File: src/rtl/pipe_stage_reg.sv
// Registered pipeline stage with valid/ready handshake, flush and NOP bubbles.
// Define PIPE_STAGE_SKID_EN for a second (skid) entry and a registered in_ready.
module pipe_stage_reg #(
  parameter int CTRL_W = 8,
  parameter int DATA_W = 128,
  parameter int TAG_W  = 15
) (
  input  logic              clk,
  input  logic              rst,
  input  logic              in_valid,
  output logic              in_ready,
  input  logic [CTRL_W-1:0] in_ctrl,
  input  logic [TAG_W-1:0]  in_tag,
  input  logic [DATA_W-1:0] in_data,
  input  logic              flush,
  output logic              out_valid,
  input  logic              out_ready,
  output logic [CTRL_W-1:0] out_ctrl,
  output logic [TAG_W-1:0]  out_tag,
  output logic [DATA_W-1:0] out_data,
  output logic [1:0]        occupancy
);

  logic              main_v_q, main_v_d;
  logic [CTRL_W-1:0] main_ctrl_q, main_ctrl_d;
  logic [TAG_W-1:0]  main_tag_q, main_tag_d;
  logic [DATA_W-1:0] main_data_q, main_data_d;
  logic              push, pop;

  assign push = in_valid && in_ready && !flush;
  assign pop  = main_v_q && out_ready;

  assign out_valid = main_v_q;
  // Control is gated so a bubble can never carry a write or branch enable.
  assign out_ctrl  = main_v_q ? main_ctrl_q : '0;
  assign out_tag   = main_tag_q;
  assign out_data  = main_data_q;

`ifdef PIPE_STAGE_SKID_EN
  logic              skid_v_q, skid_v_d;
  logic [CTRL_W-1:0] skid_ctrl_q, skid_ctrl_d;
  logic [TAG_W-1:0]  skid_tag_q, skid_tag_d;
  logic [DATA_W-1:0] skid_data_q, skid_data_d;
  logic              rdy_q, rdy_d;

  assign in_ready  = rdy_q;
  assign occupancy = 2'(main_v_q) + 2'(skid_v_q);

  always_comb begin
    main_v_d    = main_v_q;
    main_ctrl_d = main_ctrl_q;
    main_tag_d  = main_tag_q;
    main_data_d = main_data_q;
    skid_v_d    = skid_v_q;
    skid_ctrl_d = skid_ctrl_q;
    skid_tag_d  = skid_tag_q;
    skid_data_d = skid_data_q;
    if (flush) begin
      main_v_d    = 1'b0;
      main_ctrl_d = '0;
      skid_v_d    = 1'b0;
    end else if (pop) begin
      if (skid_v_q) begin
        main_ctrl_d = skid_ctrl_q;
        main_tag_d  = skid_tag_q;
        main_data_d = skid_data_q;
        skid_v_d    = 1'b0;
      end else if (push) begin
        main_ctrl_d = in_ctrl;
        main_tag_d  = in_tag;
        main_data_d = in_data;
      end else begin
        main_v_d = 1'b0;
      end
    end else if (push) begin
      if (main_v_q) begin
        skid_v_d    = 1'b1;
        skid_ctrl_d = in_ctrl;
        skid_tag_d  = in_tag;
        skid_data_d = in_data;
      end else begin
        main_v_d    = 1'b1;
        main_ctrl_d = in_ctrl;
        main_tag_d  = in_tag;
        main_data_d = in_data;
      end
    end
    // Stage is full exactly when the skid entry is occupied.
    rdy_d = !skid_v_d;
  end

  always_ff @(posedge clk) begin
    if (rst) begin
      main_v_q    <= 1'b0;
      main_ctrl_q <= '0;
      main_tag_q  <= '0;
      main_data_q <= '0;
      skid_v_q    <= 1'b0;
      skid_ctrl_q <= '0;
      skid_tag_q  <= '0;
      skid_data_q <= '0;
      rdy_q       <= 1'b1;
    end else begin
      main_v_q    <= main_v_d;
      main_ctrl_q <= main_ctrl_d;
      main_tag_q  <= main_tag_d;
      main_data_q <= main_data_d;
      skid_v_q    <= skid_v_d;
      skid_ctrl_q <= skid_ctrl_d;
      skid_tag_q  <= skid_tag_d;
      skid_data_q <= skid_data_d;
      rdy_q       <= rdy_d;
    end
  end
`else
  assign in_ready  = !main_v_q || out_ready;
  assign occupancy = {1'b0, main_v_q};

  always_comb begin
    main_v_d    = main_v_q;
    main_ctrl_d = main_ctrl_q;
    main_tag_d  = main_tag_q;
    main_data_d = main_data_q;
    if (flush) begin
      main_v_d    = 1'b0;
      main_ctrl_d = '0;
    end else if (push) begin
      main_v_d    = 1'b1;
      main_ctrl_d = in_ctrl;
      main_tag_d  = in_tag;
      main_data_d = in_data;
    end else if (pop) begin
      main_v_d = 1'b0;
    end
  end

  always_ff @(posedge clk) begin
    if (rst) begin
      main_v_q    <= 1'b0;
      main_ctrl_q <= '0;
      main_tag_q  <= '0;
      main_data_q <= '0;
    end else begin
      main_v_q    <= main_v_d;
      main_ctrl_q <= main_ctrl_d;
      main_tag_q  <= main_tag_d;
      main_data_q <= main_data_d;
    end
  end
`endif

endmodule

File: config.mk
export PLATFORM = sky130hd
export DESIGN_NAME = pipe_stage_reg
export DESIGN_NICKNAME = d
export VERILOG_FILES = /design/src/rtl/pipe_stage_reg.sv
export SDC_FILE = /design/constraint.sdc
export NUM_CORES = 1
export LEC_CHECK = 0
export CAP_MARGIN = 15
export CORE_UTILIZATION = 40
export CTS_BUF_LIST = sky130_fd_sc_hd__clkbuf_8 sky130_fd_sc_hd__clkbuf_16
export CTS_CLUSTER_SIZE = 16
export DETAILED_ROUTE_END_ITERATION = 10
export GPL_TIMING_DRIVEN = 1
export PLACE_DENSITY = 0.82
export SLEW_MARGIN = 20
export SYNTH_ARGS = -nofsm -noshare
export SYNTH_HDL_FRONTEND = slang
export SYNTH_SLANG_ARGS = --single-unit
export TNS_END_PERCENT = 5
File: constraint.sdc
create_clock -name clk -period 1.44 [get_ports clk]
set_input_delay 0.144 -clock clk [delete_from_list [all_inputs] [get_ports clk]]
set_output_delay 0.144 -clock clk [all_outputs]
set_load 0.03 [all_outputs]
Yosys cells after proc, flatten, opt, wreduce, memory -nomap -nowiden
Index checks and enable logic that the tools add are counted.
Operators by class
  multiplexer cells: 3
  bitwise operators: 1
  reduce and logical (&&, ||, !) cells: 9
Operators by type and width (count)
  $mux 8: 1
  $logic_and 1x1->1: 3
  $logic_not 1->1: 2
  $mux 1: 2
  $reduce_and 2->1: 1
  $reduce_bool 2->1: 1
  $reduce_or 2->1: 1
  $logic_or 1x1->1: 1
  $not 1->1: 1
Word-level totals
  register bits: 152
  bits of input ports: 156

Longest topological paths before layout
  depth after elaboration: 5
  gate-level depth with buffers: 6

Least setup slack after synthesis
Ideal clock, no wire load.
  path type: flip-flop to flip-flop
  from: register main_v_q, in the netlist out_valid
  to: register main_ctrl_q[0]
  setup time: 0.126 ns
  arrival time: 1.365 ns
  setup slack: -0.051 ns
  cell stages (with the launch flop): 7
  path buffers: 3
  period minus slack after synthesis: 1.491 ns
  path through: dfxtp_1 -> nand2b_1 -> buf_4 -> buf_2 -> buf_2 -> nand4_1 -> o21ai_0
On the way
  cells in the longest elaborated chain, start to end: 4
Ends and longest elaborated chain
  from (decl): line 24  | logic main_v_q, main_v_d;
  from (signal assigned): line 144  | main_v_q <= main_v_d;
  $logic_not 1->1: line 116  | assign in_ready = !main_v_q || out_ready;
  $logic_or 1x1->1: line 116
  named net in_ready: line 11  | output logic in_ready,
  $logic_and 1x1->1 (2 in series): line 30  | assign push = in_valid && in_ready && !flush;
  to (signal assigned): line 145  | main_ctrl_q <= main_ctrl_d;
  to (decl): line 25  | logic [CTRL_W-1:0] main_ctrl_q, main_ctrl_d;
The timed path passes the listed nets, and every way through them passes these cells.
A chain may end at the register's enable or synchronous reset.

Final worst setup path
  from: register main_v_q, in the netlist out_valid
  to: output in_ready
On the way
  cells in the longest elaborated chain, start to end: 2
Ends and longest elaborated chain (line)
  $logic_not 1->1: 116
  $logic_or 1x1->1: 116
  to (decl): 11
Every way passes these cells.

==> results.toml <==
[logic_synthesis]
yosysUniqueCellTypes = 22
synth_top_family_by_area = "compound AO/OA/AOI/OAI gates"
synth_common_cells = "dfxtp_1, nand3_1, a21bo_1"
ys.warnings.count = 0
muxShareOfSynthArea = 0
synth_top_cell_area_share = 0.438
synth_compound_area_frac = 0.365
syn_nets = 862
post-synth-top-count-cell = "dfxtp_1"
netlist_instances = 706
synth_area_leaders = "dfxtp_1, a21bo_1, a21oi_2"
synth-seq-cells = 152
ys.flop_type = "dfxtp_1"
seq_area_frac_synth = 0.438
synth_xor_area_frac = 0
avgSynthCellArea_um2 = 9.84
async_flop_share = 0
synth_edf_count = 0
synth_fa_ha_area_frac = 0
synth-simple-area-share = 0.125
syn_area_um2 = 6940
yosys.area.top_type = "dfxtp_1"

[cts]
root_buffer = "clkbuf_16"
ctsHtreeMaxLevel = 4
cts_sinks = 152
clk_pin_slew_ps = 60
cts_hold_buf = 0
cts_inserted_buffers = 17
clockBufferDepth = 2
cts_tree = "built"
clk_latency_ps = 420

[grt]
grt_max_degree = 44
grt_usage = 0.228
grt_pass1_vias = 6386
overflow = 0
grt_pass1_wl_um = 32400
antenna_found_initial = 0

[finish]
areaGrowthSynthToFinish_pct = 57.5
insertedDiodeCount = 0
nets = 1159
layout-drive-gt1-share = 0.229
register_area_um2 = 3050
multiInputGateArea_um2 = 3430
n_fill_cell = 1396

[detailed_routing]
wl_per_cell_um = 16.5
dr_wl_met2_um = 9630
detail_route.vias_per_cell = 5.19
ant_nets = 0
wl_um = 20500
drc = 0
dr.pass1.iters = 5
m1WireLength_um = 8350
wl_met3_um = 1840
top_layer = "met4"
vias = 6415
drt_iter0_markers = 203

[timing]
period_share = 0.997
finalCriticalPeriod_ps = 1440
finalSetupTns_ps = 0
whs_ps = 35.0
setup_viol = 0
rsz0062_at_grt = "yes"
finalMaxSlewViolations = 0
hold_viol_final = 0
fmax_mhz = 696
finClkSkew_ps = 8.56

[floorplan]
ioPinCount = 311
core-area_um2 = 16800
row_count = 47
die_area_um2 = 17900
die_y_um = 134
die_x_um = 134
start_util = 0.414

[setup_path]
cp_data_required_time_ps = 1300
path_cells = "buf_6, nand2b_4, buf_12, buf_8"
crit_type = "reg2out"
cp-start-kind = "flop"
max_stage_delay_ps = 400
arrival_ps = 1290
cp_top_family = "flip-flops"
crit_buf_inv = 3
path_max_fanout = 11
end_kind = "output pin"
crit_slowest_cell = "dfxtp_4"

[run_status]
status = "finished clean"

[flow_run]
cap_violations = 0

[power]
p_leak_nw = 4.63
power_density_nw_per_um2 = 990
worst_ir_drop_vdd_mv = 0.777

[place]
gp_congestion = 0.813
port_buffers = 309
hpwl_um = 14600

[hold_path]
min-delay-path-class = "in2reg"
-- cells by family after synthesis --
kind of cell / Yosys count
compound gates: 295
simple gates: 171
flops: 152
buf+inv: 87
other cells: 1
-- worst paths after layout --
check | slack (ps) | start | cells past startpoint | to
worst max register to register | 70 | out_valid | 6 | out_tag[5]
worst max-delay path | 4 | out_valid | 4 | in_ready
worst min register to register | 460 | main_ctrl_q[5] | 2 | main_ctrl_q[5]
worst min-delay path | 30 | rst | 2 | out_data[54]
-- layout make-up --
| type | instances | share of cell area |
|---|---|---|
| sequential | 152 | 0.278 |
| inverter | 1 | 0.000343 |
| clock inverter | 13 | 0.0110 |
| tap | 220 | 0.0252 |
| multi-input combinational | 467 | 0.313 |
| clock buffer | 19 | 0.0414 |
| timing repair buffer | 364 | 0.331 |
-- through the flow --
step	power, mW	cell area, um2	std cells	setup WS (ps)	util
finish	10.8	10900	1236	3.81	0.653
global route	11.2	10900	1236	-38.9	0.653
CTS	10.9	10900	1233	-169	0.650
detailed placement	6.70	10500	1201	-130	0.626
global placement	6.68	10500	1201	-139	0.626
floorplan	5.66	6950	706	95.8	-
-- power breakdown --
part / leakage, nW / switching, mW / internal [mW]
logic: 3.12 / 1.03 / 0.977
clock network: 0.270 / 1.86 / 2.48
registers: 1.24 / 0.0908 / 4.40
-- layer usage --
metal  vias up  GRT usage
met5         -          0
met4         0     0.0991
met3        43     0.0795
met2       262      0.381
met1      3000      0.262
li1       3110          -
-- registers in the layout, indices dropped and copies added (netlist names) --
| name | flops |
|---|---|
| out_tag | 15 |
| out_valid | 1 |
| out_data | 128 |
| main_ctrl_q | 8 |
-- cell usage in the layout (no fill, tap or decap), types with 5 or more instances in the layout --
| cell | n |
|---|---|
| a21bo_1 | 102 |
| a21bo_2 | 41 |
| a21oi_1 | 52 |
| a21oi_2 | 91 |
| and2_1 | 8 |
| buf_12 | 22 |
| buf_4 | 32 |
| clkbuf_16 | 18 |
| clkdlybuf4s50_1 | 154 |
| clkinvlp_4 | 5 |
| dfxtp_1 | 151 |
| dlygate4sd2_1 | 144 |
| nand2_1 | 8 |
| nand3_1 | 143 |
| nand4_1 | 8 |
| o21ai_0 | 8 |
-- repair_timing --
action	4_1_cts	5_1_grt
endpoints found under the setup margin	153	4
endpoints found under the hold margin	0	0
buffers inserted	0	2
resized for setup	173	10
gates cloned	0	1
Power figures use the tool's default switching activity.
